$ cat src/rtl/ga23_rom_arbiter.sv
// Tile-ROM fetch arbiter for the three GA23 layers: captures request pulses,
// grants round-robin onto a single level req/ack SDRAM port, steers rows back.
`timescale 1ns/1ps
module ga23_rom_arbiter #(
  parameter int ADDR_W = 22,
  parameter int DATA_W = 32
) (
  input  logic              clk,
  input  logic              reset_n,
  input  logic [2:0]        req,
  input  logic [ADDR_W-1:0] addr0,
  input  logic [ADDR_W-1:0] addr1,
  input  logic [ADDR_W-1:0] addr2,
  output logic [DATA_W-1:0] data_out,
  output logic [2:0]        rdy,
  output logic [ADDR_W-1:0] mem_addr,
  output logic              mem_req,
  input  logic              mem_ack,
  input  logic [DATA_W-1:0] mem_data,
  output logic              busy
);

  // Handshake: mem_req rises with a stable mem_addr and stays high until the
  // edge that samples mem_ack=1; mem_data is taken on that same edge.
  typedef enum logic {
    S_IDLE = 1'b0,
    S_WAIT = 1'b1
  } state_t;

  state_t            state;
  logic [2:0]        pending;
  logic [ADDR_W-1:0] paddr0;
  logic [ADDR_W-1:0] paddr1;
  logic [ADDR_W-1:0] paddr2;
  logic [1:0]        rr;
  logic [1:0]        grant;
  logic [1:0]        pick;
  logic [ADDR_W-1:0] pick_addr;
  logic [2:0]        clr_mask;

  // First pending channel at or after rr, wrapping 2 -> 0.
  always_comb begin
    pick = 2'd0;
    case (rr)
      2'd1: begin
        if (pending[1])      pick = 2'd1;
        else if (pending[2]) pick = 2'd2;
        else                 pick = 2'd0;
      end
      2'd2: begin
        if (pending[2])      pick = 2'd2;
        else if (pending[0]) pick = 2'd0;
        else                 pick = 2'd1;
      end
      default: begin
        if (pending[0])      pick = 2'd0;
        else if (pending[1]) pick = 2'd1;
        else                 pick = 2'd2;
      end
    endcase
  end

  always_comb begin
    pick_addr = paddr0;
    case (pick)
      2'd1:    pick_addr = paddr1;
      2'd2:    pick_addr = paddr2;
      default: pick_addr = paddr0;
    endcase
  end

  always_comb begin
    clr_mask = 3'b000;
    if (state == S_IDLE && pending != 3'b000) clr_mask = 3'b001 << pick;
  end

  assign busy = mem_req | (|pending);

  always_ff @(posedge clk or negedge reset_n) begin
    if (!reset_n) begin
      state    <= S_IDLE;
      pending  <= 3'b000;
      paddr0   <= '0;
      paddr1   <= '0;
      paddr2   <= '0;
      rr       <= 2'd0;
      grant    <= 2'd0;
      mem_addr <= '0;
      mem_req  <= 1'b0;
      data_out <= '0;
      rdy      <= 3'b000;
    end else begin
      // A fresh pulse on the granted channel re-arms it after the clear.
      pending <= (pending & ~clr_mask) | req;
      if (req[0]) paddr0 <= addr0;
      if (req[1]) paddr1 <= addr1;
      if (req[2]) paddr2 <= addr2;
      rdy <= 3'b000;
      case (state)
        S_IDLE: begin
          if (pending != 3'b000) begin
            mem_addr <= pick_addr;
            mem_req  <= 1'b1;
            grant    <= pick;
            rr       <= (pick == 2'd2) ? 2'd0 : pick + 2'd1;
            state    <= S_WAIT;
          end
        end
        S_WAIT: begin
          if (mem_ack) begin
            data_out <= mem_data;
            rdy      <= 3'b001 << grant;
            mem_req  <= 1'b0;
            state    <= S_IDLE;
          end
        end
        default: state <= S_IDLE;
      endcase
    end
  end

endmodule

$ cat config.mk
export PLATFORM = sky130hd
export DESIGN_NAME = ga23_rom_arbiter
export DESIGN_NICKNAME = d
export VERILOG_FILES = /design/src/rtl/ga23_rom_arbiter.sv
export SDC_FILE = /design/constraint.sdc
export NUM_CORES = 1
export LEC_CHECK = 0
export ABC_AREA = 0
export CAP_MARGIN = 20
export CORE_MARGIN = 5
export CORE_UTILIZATION = 45
export CTS_CLUSTER_SIZE = 28
export DETAILED_ROUTE_END_ITERATION = 16
export DONT_BUFFER_PORTS = 1
export GPL_ROUTABILITY_DRIVEN = 0
export PLACE_DENSITY = 0.58
export SYNTH_ARGS = -nofsm -noshare
export SYNTH_HDL_FRONTEND = slang
export SYNTH_SLANG_ARGS = --single-unit
$ cat constraint.sdc
create_clock -name clk -period 3.59 [get_ports clk]
set_input_delay 0.8975 -clock clk [delete_from_list [all_inputs] [get_ports clk]]
set_output_delay 0.8975 -clock clk [all_outputs]
set_load 0.01 [all_outputs]
==> impl_results.md, run 1 <==
- First-pass GRT wire length: 18600 um
- Sum of negative setup slack: 0 ns
- Type of the setup path with the least slack: flip-flop to flip-flop
- Status: completed
- Antenna viol nets, final: 0
- Net count after synthesis: between 400 and 500
- Endpoint arrival time on the critical path: slightly below 3 ns
- Die Height: between 100 and 150 um
- Most used cells in the layout excluding fill and tap cells: 132 x sky130_fd_sc_hd__dfrtp_1, 105 x sky130_fd_sc_hd__mux2_2, 25 x sky130_fd_sc_hd__a21oi_1, 23 x sky130_fd_sc_hd__nor2_1, 22 x sky130_fd_sc_hd__a22oi_1
- Cells resized by post-CTS repair: 0
- Register area share after synthesis: about three fifths
- Count of pins on the block boundary: 163
- Core outline area: 12000 um2
- Most frequent standard cell in the layout excluding fill and tap cells: sky130_fd_sc_hd__dfrtp_1
- Setup Fix Bufs, Post-CTS: 0
- Reported leakage power: around 2.7 nW
- Number of CTS-inserted buffers: 17
- Inserted Diodes: 0
- Cell with the biggest individual delay on the critical path: sky130_fd_sc_hd__ha_1
- Via count of the first global-routing pass: 3461
- Half-perimeter wire length after detailed placement: around 7800 um
- Number of pins exceeding their max-slew limit in the final report: 0
- Cts-stage hold buffer count: 0
- Destination of the worst register-to-register timing path: mem_addr[11]
- Gate count of the mapped netlist: about 380
- Post-route cell area: between 6000 and 7000 um2
- Average cell area after synthesis: about 14 um2
- Fraction of the cycle the final worst path needs: approximately 74%
- Final min period: about 2.6 ns
- Pwr/cell area: just under 900 nW/um2
- Clock Sink Count: 132
- Mapped cell area: 5510 um2
- Placement Cell Area: 5620 um2
- Global router's overall resource usage: between 10% and 20%
- Highest ir drop seen on vdd: around 0.36 mV
- Worst path max stage delay: 0.35 ns
- DR vias: 3072
- Source-to-sink clock delay at the later pin of the worst-skew pair: around 0.42 ns
- Class of the tightest hold or removal check: input port to async pin
- Worst path cell trace: inv_1 -> ha_1 -> and4bb_2 -> a211oi_1 -> buf_4 -> inv_1 -> ha_1 -> buf_16 -> a22oi_1 -> a21oi_1 -> mux2_2
- Largest clock skew in the final design: a little under 0.007 ns
- Growth of design area from synthesis to finish: 15.1%
- Drt first pass iters: 4
- Nature of the critical path startpoint: flip-flop
- Number of register bits inferred by synthesis: about 130
- Number of max-cap violations: 0
- Average via count per standard cell: approximately 5.6
- Number of levels the H-tree was split into: 4
- Clock Pin Slew Worst Setup and Hold Paths: about 0.060 ns
- Worst R2R Setup Slack: ~0.95 ns
- Initial antenna violation count: 1
- Yosys Warn Count: 0
- Worst rel slew slack: 29.2%
- Setup violations, final: 0
- Post-DR wirelength/cell: 21.6 um
- Residual DRC count: 0
- Crit end category: flip-flop
- Total wirelength of the detailed-routed design: ~12000 um
- Initial core utilization: 45.9%
- Tightest Pin Transition: ~1.1 ns
- Crit path required time: about 3.9 ns
- Hold violation count in the final report: 0
- Layout cell share with drive strength beyond 1: between 30% and 40%
- CP Buf/Inv Count: 4
- Die outline area: between 10000 and 15000 um2
- Maximum fanout encountered on the critical timing path: 16
- Setup repair after global routing missed its margin: no
- Origin of the critical flop-to-flop path: rr[0]
- Post-synth cell types: 31
- Detailed Route Iter0 Violations: 152
- Family of cells with the greatest summed delay on the critical path: adder cells
- Worst r2r path cells: 11
- Clock buffer depth: 2
- Filler cell count: 994
- Total global routing overflow: 0
- Clock root buffer master: sky130_fd_sc_hd__clkbuf_16
- Clock tree from TritonCTS: built
- Count of buffers from port buffering: 0
- Die width: between 100 and 150 um
- Fmax: about 380 MHz
- Number of placement rows: 40
- Pin count of the biggest net entering global routing: 133
- Final net count: 500
-- cell usage after synthesis --
cell,count,area [um2]
sky130_fd_sc_hd__dfrtp_1,132,3300
sky130_fd_sc_hd__mux2_2,105,1180
sky130_fd_sc_hd__a21oi_1,25,125
sky130_fd_sc_hd__nor2_1,23,86.3
sky130_fd_sc_hd__a22oi_1,22,165
sky130_fd_sc_hd__mux2_4,15,225
sky130_fd_sc_hd__buf_2,12,60.1
sky130_fd_sc_hd__ha_1,7,87.6
sky130_fd_sc_hd__clkbuf_1,6,22.5
sky130_fd_sc_hd__nand2_1,5,18.8
sky130_fd_sc_hd__inv_1,4,15.0
sky130_fd_sc_hd__a21o_1,3,22.5
sky130_fd_sc_hd__nor3b_1,3,22.5
sky130_fd_sc_hd__o21ai_0,3,15.0
sky130_fd_sc_hd__nand3_1,2,10.0
sky130_fd_sc_hd__nor2b_1,2,12.5
sky130_fd_sc_hd__a211oi_1,1,7.51
sky130_fd_sc_hd__a21boi_0,1,7.51
sky130_fd_sc_hd__a31oi_1,1,6.26
sky130_fd_sc_hd__and2_1,1,6.26
sky130_fd_sc_hd__and2b_1,1,7.51
sky130_fd_sc_hd__and4bb_2,1,12.5
sky130_fd_sc_hd__buf_12,1,20.0
sky130_fd_sc_hd__buf_6,1,11.3
sky130_fd_sc_hd__nand2_2,1,6.26
sky130_fd_sc_hd__nor2_4,1,11.3
sky130_fd_sc_hd__nor3_1,1,5.00
sky130_fd_sc_hd__nor3_4,1,16.3
sky130_fd_sc_hd__o21a_1,1,7.51
sky130_fd_sc_hd__or2b_1,1,7.51
sky130_fd_sc_hd__or3_1,1,6.26
-- worst reg2reg max path, delay by kind of cell, from the launching register on --
kind,cells,cell delay [ns]
buffers and inverters,4,0.53
multiplexers,1,0.28
flip-flops,1,0.34
adder cells (fa/ha/maj),2,0.68
AND/OR/NAND/NOR,1,0.25
AO/OA/AOI/OAI,3,0.46
-- logic make-up after synthesis --
| kind of cell | synth area share, % |
|---|---|
| buf+inv | 2.34 |
| compound gates | 6.47 |
| flops | 59.9 |
| simple gates | 4.15 |
| fa+ha+maj | 1.59 |
| mux | 25.5 |
-- worst max path at each step --
stage | startpoint | cells past startpoint | end
after CTS | rr[0] | 9 | mem_addr[11]
final | rr[0] | 11 | mem_addr[11]
after detailed placement | rr[0] | 9 | mem_addr[11]
after floorplan | rr[0] | 10 | mem_addr[0]
after global placement | rr[0] | 9 | mem_addr[11]
after global routing | rr[0] | 11 | mem_addr[11]
-- layer usage --
layer	track usage (%)	vias up	part of all wire (%)
met4	7.44	2	1.9
met1	19.2	1580	40
li1	-	1391	-
met5	0	-	0.11
met2	27.3	78	51
met3	8.51	21	7.5
-- registers in the layout, summed over array words and instances, names as in the netlist --
name,flops
rdy,3
rr,2
mem_addr,22
mem_req,1
grant,2
paddr2,22
data_out,32
state,1
pending,3
paddr0,22
paddr1,22
-- per-stage QoR --
stage               utilization, %  hold slack [ns]  instances  setup WS (ns)  total power, mW
floorplan                        -            0.446        384           1.02             3.21
global placement              46.8            0.480        516          0.613             3.54
detailed placement            46.8            0.479        516          0.522             3.59
CTS                           52.6            0.150        547          0.525             5.64
global route                  52.8            0.151        548          0.755             5.91
finish                        52.8            0.172        548          0.945             5.60
-- layout make-up --
class / instances / area, um2 / area share [%]
Inverter: 4 / 15.0 / 0.237
Tap cell: 147 / 184 / 2.90
Sequential cell: 132 / 3300 / 52.1
Clock buffer: 22 / 474 / 7.47
Multi-Input combinational cell: 228 / 2080 / 32.8
Clock inverter: 9 / 223 / 3.51
Timing Repair Buffer: 6 / 65.1 / 1.03
-- power by group --
part           total (mW)  switching (mW)  internal [mW]  leakage (nW)
combinational        1.46           0.725          0.739         0.830
sequential           2.10           0.312           1.79          1.55
clock                2.04           0.614           1.42         0.336
total                5.60            1.65           3.95          2.71
Note: power is estimated with default switching activity, not from simulation.
==> run 2, diff against run 1 <==
--- a/config.mk
+++ b/config.mk
@@ -13,7 +13,7 @@
 export DETAILED_ROUTE_END_ITERATION = 16
 export DONT_BUFFER_PORTS = 1
 export GPL_ROUTABILITY_DRIVEN = 0
-export PLACE_DENSITY = 0.58
+export PLACE_DENSITY = 0.6
 export SYNTH_ARGS = -nofsm -noshare
 export SYNTH_HDL_FRONTEND = slang
 export SYNTH_SLANG_ARGS = --single-unit
==> constraint.sdc (replaced) <==
create_clock -name clk -period 2.3 [get_ports clk]
set_input_delay 0.575 -clock clk [delete_from_list [all_inputs] [get_ports clk]]
set_output_delay 0.575 -clock clk [all_outputs]
set_load 0.01 [all_outputs]
==> impl_results.md, run 2 (synthesized netlist as in run 1, its figures left out) <==
- Status: complete, but fails checks
- Clock tree from TritonCTS: built
- Die outline area: between 10000 and 15000 um2
- P_sw: 2.84 mW
- Count of buffers from port buffering: 0
- Core outline area: 12000 um2
- Fraction of the cycle the final worst path needs: between 90 and 100%
- Drt first pass iters: 4
- Tightest Pin Transition: 1.05 ns
- First-pass GRT wire length: around 19000 um
- Clock root buffer master: sky130_fd_sc_hd__clkbuf_16
- Initial core utilization: ~46%
- Top register by number of flip-flops: data_out
- Number of flip-flops in the largest register: 32
- Clock Pin Slew Worst Setup and Hold Paths: 0.06 ns
- Sequential fraction of design power: between 30% and 40%
- Hold violation count in the final report: 132
- Initial antenna violation count: 0
- Endpoint arrival time on the critical path: 2.58 ns
- Reg area: approximately 3300 um2
- Most used cells in the layout excluding fill and tap cells: 132 x sky130_fd_sc_hd__dfrtp_1, 102 x sky130_fd_sc_hd__mux2_2, 25 x sky130_fd_sc_hd__a21oi_1, 21 x sky130_fd_sc_hd__nor2_1, 21 x sky130_fd_sc_hd__a22oi_2
- Nature of the critical path startpoint: flip-flop
- Pwr/cell area: 1380 nW/um2
- Highest ir drop seen on vdd: 0.752 mV
- Half-perimeter wire length after detailed placement: ~8000 um
- Number of levels the H-tree was split into: 4
- Crit path required time: around 2.6 ns
- Class of the tightest hold or removal check: input port to async pin
- Crit end category: flip-flop
- Number of max-cap violations: 0
- Share of total power consumed by net switching: a little under a third
- Detailed Route Iter0 Violations: between 100 and 150
- Count of pins on the block boundary: approximately 160
- Violations in the final reports: hold timing
- Clock Sink Count: ~130
- Combinational cell fraction of total power: 34.2%
- Placement Cell Area: between 5000 and 6000 um2
- Total wirelength of the detailed-routed design: between 10000 and 15000 um
- Residual DRC count: 0
- Area of combinational cells with multiple inputs: between 2000 and 2500 um2
- Layout cell share with drive strength beyond 1: around half
- Number of placement rows: 40
- Post-DR wirelength/cell: 22.2 um
- Inserted Diodes: 0
- Number of CTS-inserted buffers: 17
- Post-route worst hold slack: -0.141 ns
- Antenna viol nets, final: 0
- Maximum fanout encountered on the critical timing path: 13
- Source-to-sink clock delay at the later pin of the worst-skew pair: 0.41 ns
- Largest clock skew in the final design: approximately 0.0072 ns
- Via count of the first global-routing pass: approximately 3400
- Setup slack at placement: -0.0286 ns
- Pin count of the biggest net entering global routing: 133
- Final net count: 509
- Post-route cell area: between 6000 and 7000 um2
- Final min period: around 2.3 ns
- Fmax: 438 MHz
- Clock buffer depth: 2
- Setup repair after global routing missed its margin: yes
- Reported leakage power: ~2.8 nW
- Final critical-path setup slack: 0.0168 ns
- Total global routing overflow: 0
- Die Height: around 120 um
- Worst rel slew slack: 29.9%
- Growth of design area from synthesis to finish: 19.0%
- DR vias: between 3000 and 4000
- Internal Pwr Total: about 6.2 mW
- Die width: about 120 um
- Setup violations, final: 0
- Number of pins exceeding their max-slew limit in the final report: 0
- Filler cell count: 985
- Type of the setup path with the least slack: flip-flop to flip-flop
- Final total power: a little over 9 mW
- Global router's overall resource usage: 17.4%
- Average via count per standard cell: roughly 5.7
- Most frequent standard cell in the layout excluding fill and tap cells: sky130_fd_sc_hd__dfrtp_1
- Clk pwr share: 29.2%
[run 2: cell types whose count changed in the layout (fill, tap and decap cells not counted), moves of 3 or more]
cell                        previous run  this run
sky130_fd_sc_hd__a22oi_1              22         1
sky130_fd_sc_hd__a22oi_2               0        21
sky130_fd_sc_hd__bufinv_16             7         2
sky130_fd_sc_hd__buf_6                 0         4
sky130_fd_sc_hd__ha_1                  7         3
sky130_fd_sc_hd__ha_4                  0         3
sky130_fd_sc_hd__mux2_2              105       102
sky130_fd_sc_hd__mux2_4               15        18
[run 2: critical path, stage by stage, from the launching register on]
cell and delay, ns:
sky130_fd_sc_hd__dfrtp_1 0.41, sky130_fd_sc_hd__ha_4 0.27, sky130_fd_sc_hd__nor2b_2 0.19, sky130_fd_sc_hd__nand2_1 0.09
sky130_fd_sc_hd__and2_2 0.25, sky130_fd_sc_hd__ha_4 0.32, sky130_fd_sc_hd__bufbuf_16 0.29, sky130_fd_sc_hd__a21oi_1 0.08
sky130_fd_sc_hd__mux2_2 0.26
[run 2: what timing repair did]
| action | CTS | global route |
|---|---|---|
| resized for setup | 17 | 25 |
| endpoints found under the setup margin | 12 | 22 |
| gates cloned | 2 | 0 |
| pin swaps | 4 | 2 |
| setup buffers | 2 | 1 |
| endpoints found under the hold margin | 132 | 132 |
[run 2: layout make-up]
class | count | area share [%]
clock buffer | 22 | 7.38
inverter | 4 | 0.229
sequential | 132 | 50.4
multi-input combinational | 228 | 34.7
clock inverter | 8 | 1.55
timing repair buffer | 15 | 3.01
tap | 147 | 2.80
[run 2: final timing paths]
check | from | end | slack, ns | cells past startpoint
max | rr[1] | mem_addr[11] | 0.02 | 8
min | reset_n | mem_addr[1] | -0.14 | 0
max reg2reg | rr[1] | mem_addr[11] | 0.02 | 8
min reg2reg | paddr0[8] | paddr0[8] | 0.51 | 1
max in group asynchronous | reset_n | rdy[1] | 2.25 | 0
min in group clk | req[0] | pending[0] | 0.26 | 1
[run 2: per-layer routing]
layer	wire (um)	part of all wire (%)	global-route usage (%)
met1	4780	39	20.8
met3	934	7.6	7.67
met4	206	1.7	7.15
met5	0	0	0
met2	6420	52	27.6
[run 2: per-stage QoR]
step / instances / setup TNS (ns) / utilization [%] / hold WS [ns]
floorplan: 384 / 0 / - / 0.279
global placement: 521 / 0 / 47.5 / 0.284
detailed placement: 521 / -0.0523 / 47.5 / 0.284
CTS: 555 / 0 / 53.7 / -0.160
global route: 556 / -1.16 / 54.6 / -0.169
finish: 556 / 0 / 54.6 / -0.141
[run 2: power groups by stage]
stage               clock network (mW)  logic, mW  registers, mW
global placement                     0       2.36           3.34
detailed placement                   0       2.45           3.34
global route                      2.82       3.38           3.38
CTS                               2.71       2.92           3.32
floorplan                            0       1.89           3.20
finish                            2.66       3.11           3.32
==> run 3, diff against run 2 <==
--- a/config.mk
+++ b/config.mk
@@ -12,7 +12,7 @@
 export CTS_CLUSTER_SIZE = 28
 export DETAILED_ROUTE_END_ITERATION = 16
 export DONT_BUFFER_PORTS = 1
-export GPL_ROUTABILITY_DRIVEN = 0
+export GPL_ROUTABILITY_DRIVEN = 1
 export PLACE_DENSITY = 0.6
 export SYNTH_ARGS = -nofsm -noshare
 export SYNTH_HDL_FRONTEND = slang
==> results of run 3 <==
Same layout as run 2: the final DEF is identical, and so are final timing and power.
